File: src/rtl/bt_cmd_scheduler_if.sv
// Bluetooth command scheduler bus: receiver/timer inputs and game-core outputs.
// Master drives the received bytes and step pulses; slave is the scheduler.
interface bt_cmd_scheduler_if #(
    parameter int QW = 3
);
    logic [7:0]    rx_data;
    logic          rx_valid;
    logic          step;
    logic [1:0]    dir;
    logic          dir_changed;
    logic          paused;
    logic          restart;
    logic          overflow;
    logic [QW-1:0] queue_level;
    logic          link_lost;

    modport master (
        output rx_data, rx_valid, step,
        input  dir, dir_changed, paused, restart, overflow, queue_level, link_lost
    );

    modport slave (
        input  rx_data, rx_valid, step,
        output dir, dir_changed, paused, restart, overflow, queue_level, link_lost
    );
endinterface

File: src/rtl/bt_cmd_scheduler.sv
// Decodes Bluetooth ASCII commands, queues direction requests and applies one per
// game step with reversal blocking; also runs a link-loss watchdog.
module bt_cmd_scheduler #(
    parameter int         FIFO_DEPTH = 4,
    parameter int         TIMEOUT    = 500000000,
    parameter logic [1:0] INIT_DIR   = 2'b01
) (
    input  logic               clk,
    input  logic               rst,
    bt_cmd_scheduler_if.slave  bus
);
    localparam int PW = $clog2(FIFO_DEPTH);
    localparam int LW = PW + 1;
    localparam int CW = $clog2(TIMEOUT + 1);

    logic [1:0]    mem_q [FIFO_DEPTH];
    logic [PW-1:0] wr_ptr_q, wr_ptr_d, rd_ptr_q, rd_ptr_d;
    logic [LW-1:0] level_q, level_d;
    logic [1:0]    dir_q, dir_d;
    logic          dir_changed_q, dir_changed_d;
    logic          paused_q, paused_d;
    logic          restart_q, restart_d;
    logic          overflow_q, overflow_d;
    logic [CW-1:0] wd_cnt_q, wd_cnt_d;

    logic          is_dir, is_pause, is_restart;
    logic [1:0]    dec_dir, ref_dir, pop_entry;
    logic          fifo_empty, fifo_full, pop_en, push_want, push_en;

    always_comb begin
        is_dir     = 1'b0;
        is_pause   = 1'b0;
        is_restart = 1'b0;
        dec_dir    = 2'b00;
        if (bus.rx_valid) begin
            case (bus.rx_data)
                8'h77, 8'h57: begin is_dir = 1'b1; dec_dir = 2'b00; end
                8'h64, 8'h44: begin is_dir = 1'b1; dec_dir = 2'b01; end
                8'h73, 8'h53: begin is_dir = 1'b1; dec_dir = 2'b10; end
                8'h61, 8'h41: begin is_dir = 1'b1; dec_dir = 2'b11; end
                8'h70, 8'h50: is_pause   = 1'b1;
                8'h72, 8'h52: is_restart = 1'b1;
                default: ;
            endcase
        end
    end

    // Duplicate check compares against the newest queued entry, not the live direction.
    assign fifo_empty = (level_q == '0);
    assign fifo_full  = (level_q == LW'(FIFO_DEPTH));
    assign ref_dir    = fifo_empty ? dir_q : mem_q[wr_ptr_q - PW'(1)];
    assign pop_entry  = mem_q[rd_ptr_q];
    assign pop_en     = bus.step && !paused_q && !fifo_empty && !is_restart;
    assign push_want  = is_dir && (dec_dir != ref_dir);
    assign push_en    = push_want && (!fifo_full || pop_en);

    always_comb begin
        wr_ptr_d      = wr_ptr_q;
        rd_ptr_d      = rd_ptr_q;
        level_d       = level_q;
        dir_d         = dir_q;
        dir_changed_d = 1'b0;
        paused_d      = paused_q;
        restart_d     = 1'b0;
        overflow_d    = 1'b0;
        wd_cnt_d      = wd_cnt_q;

        if (bus.rx_valid)
            wd_cnt_d = '0;
        else if (wd_cnt_q != CW'(TIMEOUT))
            wd_cnt_d = wd_cnt_q + CW'(1);

        if (is_restart) begin
            wr_ptr_d  = '0;
            rd_ptr_d  = '0;
            level_d   = '0;
            dir_d     = INIT_DIR;
            paused_d  = 1'b0;
            restart_d = 1'b1;
        end else begin
            if (push_en)
                wr_ptr_d = wr_ptr_q + PW'(1);
            if (pop_en) begin
                rd_ptr_d = rd_ptr_q + PW'(1);
                if (pop_entry != (dir_q ^ 2'b10)) begin
                    dir_d         = pop_entry;
                    dir_changed_d = 1'b1;
                end
            end
            if (push_en && !pop_en)
                level_d = level_q + LW'(1);
            else if (pop_en && !push_en)
                level_d = level_q - LW'(1);
            overflow_d = push_want && !push_en;
            if (is_pause)
                paused_d = !paused_q;
        end
    end

    always_ff @(posedge clk) begin
        if (rst) begin
            wr_ptr_q      <= '0;
            rd_ptr_q      <= '0;
            level_q       <= '0;
            dir_q         <= INIT_DIR;
            dir_changed_q <= 1'b0;
            paused_q      <= 1'b0;
            restart_q     <= 1'b0;
            overflow_q    <= 1'b0;
            wd_cnt_q      <= '0;
        end else begin
            wr_ptr_q      <= wr_ptr_d;
            rd_ptr_q      <= rd_ptr_d;
            level_q       <= level_d;
            dir_q         <= dir_d;
            dir_changed_q <= dir_changed_d;
            paused_q      <= paused_d;
            restart_q     <= restart_d;
            overflow_q    <= overflow_d;
            wd_cnt_q      <= wd_cnt_d;
        end
    end

    // Queue storage carries no reset; occupancy is tracked by the pointers alone.
    always_ff @(posedge clk) begin
        if (!rst && push_en)
            mem_q[wr_ptr_q] <= dec_dir;
    end

    assign bus.dir         = dir_q;
    assign bus.dir_changed = dir_changed_q;
    assign bus.paused      = paused_q;
    assign bus.restart     = restart_q;
    assign bus.overflow    = overflow_q;
    assign bus.queue_level = level_q;
    assign bus.link_lost   = (wd_cnt_q == CW'(TIMEOUT));
endmodule

File: src/flat_wrapper.sv
// flat-port wrapper written by rule: the top's interface ports become plain ports
module bt_cmd_scheduler_flat 
#(
    parameter int         FIFO_DEPTH = 4,
    parameter int         TIMEOUT    = 500000000,
    parameter logic [1:0] INIT_DIR   = 2'b01
)
  (clk, rst, bus_rx_data, bus_rx_valid, bus_step, bus_dir, bus_dir_changed, bus_paused, bus_restart, bus_overflow, bus_queue_level, bus_link_lost);
  bt_cmd_scheduler_if #(.QW($clog2((4)) + 1)) bus_i ();
  input  logic clk;
  input  logic rst;
  input wire logic [$bits(bus_i.rx_data)-1:0] bus_rx_data;
  input wire logic [$bits(bus_i.rx_valid)-1:0] bus_rx_valid;
  input wire logic [$bits(bus_i.step)-1:0] bus_step;
  output wire logic [$bits(bus_i.dir)-1:0] bus_dir;
  output wire logic [$bits(bus_i.dir_changed)-1:0] bus_dir_changed;
  output wire logic [$bits(bus_i.paused)-1:0] bus_paused;
  output wire logic [$bits(bus_i.restart)-1:0] bus_restart;
  output wire logic [$bits(bus_i.overflow)-1:0] bus_overflow;
  output wire logic [$bits(bus_i.queue_level)-1:0] bus_queue_level;
  output wire logic [$bits(bus_i.link_lost)-1:0] bus_link_lost;
  assign bus_i.rx_data = bus_rx_data;
  assign bus_i.rx_valid = bus_rx_valid;
  assign bus_i.step = bus_step;
  assign bus_dir = bus_i.dir;
  assign bus_dir_changed = bus_i.dir_changed;
  assign bus_paused = bus_i.paused;
  assign bus_restart = bus_i.restart;
  assign bus_overflow = bus_i.overflow;
  assign bus_queue_level = bus_i.queue_level;
  assign bus_link_lost = bus_i.link_lost;
  bt_cmd_scheduler #(.FIFO_DEPTH(FIFO_DEPTH), .TIMEOUT(TIMEOUT), .INIT_DIR(INIT_DIR)) u_core (.clk(clk), .rst(rst), .bus(bus_i));
endmodule
File: config.mk
export PLATFORM = sky130hd
export DESIGN_NAME = bt_cmd_scheduler_flat
export DESIGN_NICKNAME = d
export VERILOG_FILES = /design/src/rtl/bt_cmd_scheduler_if.sv /design/src/rtl/bt_cmd_scheduler.sv /design/src/flat_wrapper.sv
export SDC_FILE = /design/constraint.sdc
export NUM_CORES = 1
export LEC_CHECK = 0
export BUFFER_PORTS_ARGS = -buffer_cell sky130_fd_sc_hd__buf_2
export CAP_MARGIN = 20
export CORE_MARGIN = 4
export CORE_UTILIZATION = 63
export CTS_CLUSTER_SIZE = 25
export DETAILED_ROUTE_END_ITERATION = 6
export HOLD_SLACK_MARGIN = 0.03
export PLACE_DENSITY = 0.92
export SETUP_SLACK_MARGIN = 0.05
export SYNTH_ARGS = -nofsm -noshare
export SYNTH_HDL_FRONTEND = slang
export SYNTH_SLANG_ARGS = --single-unit
File: constraint.sdc
create_clock -name clk -period 8.1 [get_ports clk]
set_input_delay 1.62 -clock clk [delete_from_list [all_inputs] [get_ports clk]]
set_output_delay 1.62 -clock clk [all_outputs]
set_load 0.005 [all_outputs]
==> impl_metrics.json <==
{
  "place_congestion": 0.851,
  "grt_pass1_vias": 1856,
  "diodes": 0,
  "syn_area_um2": 2580,
  "max_freq_mhz": 256,
  "post_cts_resized": 0,
  "finalMaxSlewViolations": 0,
  "ys_ff_latch": 52,
  "clk_pin_slew_ps": 90,
  "power.density_nw_per_um2": 198,
  "grt.total_usage_pct": 20.9,
  "io_buffers": 20,
  "vias_per_cell": 5.93,
  "netlist_instances": 271,
  "ys.flop_type": "dfxtp_1",
  "dp_hpwl_mm": 3.67,
  "initialDrtViolationCount": 171,
  "dp_slack_ps": 3840,
  "clock_sinks": 52,
  "final_layout_size_suffix_gt1_share_pct": 12.4,
  "max_cap_violations": 0,
  "die-area_um2": 5190,
  "setup_violations": 0,
  "fin_nets": 309,
  "h-tree-depth": 2,
  "status": "completed",
  "required_ps": 8290,
  "synth_top_area_cell": "dfxtp_1",
  "path_class": "in -> reg",
  "p_int_uw": 392,
  "combPwrFrac_pct": 21.4,
  "first_pass_iters": 4,
  "die_w_um": 72.1,
  "fin_crit_sh_pct": 48.3,
  "cts_buffers": 5,
  "p_sw_uw": 162,
  "fin_setup_tns_ps": 0,
  "grt_pass1_wl_mm": 8.60,
  "worst_pin_slew_ps": 609,
  "yosysSeqAreaShare_pct": 43.4,
  "critPathLaunchType": "input pin",
  "cts_setup_buffers": 0,
  "synthTopCellsByArea": "dfxtp_1, edfxtp_1, xnor2_1",
  "overflow": 0,
  "start_util_pct": 65.1,
  "fin_worst_skew_ps": 10.1,
  "finalWorstSetupSlack_ps": 4190,
  "synthArstFlopShare_pct": 0,
  "ant_nets": 0,
  "p_seq_share_pct": 52.5,
  "ctsHoldBuffers": 0,
  "max_slew_margin_pct": 59.3,
  "syn_avg_cell_area_um2": 9.54,
  "ir_drop_mv": 0.115,
  "cts_root_buffer": "clkbuf_8",
  "fp.dieH_um": 72.1,
  "pwr-share-clk_pct": 26.1,
  "end_kind": "flop",
  "p_sw_share_pct": 29.3,
  "cts_tree": "yes",
  "io_pins": 22,
  "crit_fanout": 6,
  "synth-edff-count": 8,
  "synth_top_area_share_pct": 34.1,
  "clock_path_buffers": 2,
  "yosys_warnings": 0,
  "fp.coreArea_um2": 3970,
  "finalHoldViolations": 0,
  "p_leak_nw": 0.957,
  "clock_latency_ps": 300,
  "min_period_ps": 3910,
  "min_path_type": "reg -> reg",
  "wire_per_inst_um": 15.2,
  "drc": 0,
  "rsz0062_at_grt": "no",
  "area_delta_synth_final_pct": 8.42,
  "grt_max_degree": 30,
  "arrival_ps": 4100,
  "drt_wl_total_mm": 5.18,
  "antenna_found_initial": 0,
  "vias": 2017,
  "ys_types": 39,
  "row_count": 23,
  "syn_nets": 291
}
-- path summary, 6_finish.rpt --
kind,to,slack (ps),cells past startpoint,startpoint
worst max register to register,u_core.bus.queue_level[2],4810,14,u_core.wr_ptr_q[0]
worst min-delay path,u_core.wr_ptr_q[1],510,2,u_core.wr_ptr_q[1]
worst min register to register,u_core.wr_ptr_q[1],510,2,u_core.wr_ptr_q[1]
worst max-delay path,u_core.bus.queue_level[2],4190,13,bus_rx_data[7]
-- logic make-up (layout without fill, tap and decap cells) --
kind of cell / Yosys count / in the layout / synth area share (%)
multiplexers: 12 / 12 / 6.87
AND/OR/NAND/NOR: 126 / 126 / 26.0
buffers and inverters: 22 / 41 / 3.19
XOR/XNOR: 35 / 35 / 11.9
AO/OA/AOI/OAI: 16 / 16 / 4.55
adder cells (fa/ha/maj): 8 / 8 / 4.16
flip-flops: 52 / 52 / 43.4
-- metrics by stage --
| step | cell area (µm²) | util [%] | std cells | hold slack (ps) | total power [mW] |
|---|---|---|---|---|---|
| 2_1_floorplan | 2580 | - | 271 | 471 | 0.387 |
| 3_3_place_gp | 2710 | 68.3 | 332 | 487 | 0.407 |
| 3_5_place_dp | 2710 | 68.3 | 332 | 499 | 0.414 |
| 4_1_cts | 2800 | 70.6 | 340 | 510 | 0.558 |
| 5_1_grt | 2800 | 70.6 | 340 | 531 | 0.579 |
| 6_report | 2800 | 70.6 | 340 | 510 | 0.554 |
-- power by group through the flow --
stage | logic, mW | clock network, mW | registers, mW
global route | 0.131 | 0.155 | 0.293
finish | 0.119 | 0.144 | 0.291
detailed placement | 0.118 | 0 | 0.297
CTS | 0.120 | 0.147 | 0.291
global placement | 0.111 | 0 | 0.296
floorplan | 0.0922 | 0 | 0.295
-- Yosys cell counts, types with 2 or more instances --
cell type / n
a21oi_1: 7
and3_1: 3
and4_1: 4
clkbuf_1: 9
dfxtp_1: 44
edfxtp_1: 8
ha_1: 7
inv_1: 12
mux2i_1: 8
mux4_1: 2
mux4_2: 2
nand2_1: 17
nand3_1: 13
nand4_1: 7
nor2_1: 41
nor2b_1: 3
nor3_1: 8
nor3b_1: 4
nor4_1: 8
nor4b_1: 4
nor4bb_1: 2
o21ai_0: 5
or3_1: 4
xnor2_1: 25
xor2_1: 10
-- layout make-up --
| type | count | area, µm² |
|---|---|---|
| Multi-Input combinational cell | 197 | 1380 |
| Fill cell | 299 | 1170 |
| Sequential cell | 52 | 1120 |
| Timing Repair Buffer | 20 | 100 |
| Clock buffer | 6 | 72.6 |
| Tap cell | 50 | 62.6 |
| Inverter | 13 | 48.8 |
| Clock inverter | 2 | 16.3 |
-- flip-flops by register name, summed over array words and instances (netlist names), named ones only --
register and flops:
u_core.wr_ptr_q 2, u_core.bus.paused 1, u_core.bus.queue_level 3, u_core.wd_cnt_q 29
u_core.rd_ptr_q 2, u_core.mem_q 8, u_core.bus.dir_changed 1, u_core.bus.dir 2
u_core.bus.restart 1, u_core.bus.overflow 1
-- layer usage --
layer / up-vias / track usage, % / wire length, µm
met4: 0 / 7.72 / 82
met2: 71 / 34.0 / 2530
met5: - / 0 / 0
met1: 952 / 27.7 / 2310
li1: 983 / - / -
met3: 11 / 4.02 / 263
-- layout by cell type (no fill, tap or decap), drive strengths merged, types with 2 or more instances in the layout --
master  Yosys  routed
buf         0      20
mux4        4       4
nor4        8       8
and4        4       4
xnor2      25      25
inv        13      13
clkbuf      9       6
mux2i       8       8
nor3b       4       4
nor3        8       8
nor4b       4       4
nand2      17      17
xor2       10      10
a21oi       7       7
nor2       41      41
nor2b       3       3
and3        3       3
ha          7       7
nand4       7       7
nand3      13      13
dfxtp      44      44
o21ai       5       5
edfxtp      8       8
or3         5       5
nor4bb      2       2
-- worst max-delay path, cell delays in order --
cell and delay, ps:
buf_2 110, nor4bb_1 380, nand4b_1 220, xor2_1 330, o221ai_4 200, inv_2 130, ha_1 190, inv_1 60
fa_1 380, xor2_1 150, nor2_1 130, xnor2_1 140, nor2_1 50
(Power assumes the default switching activity.)
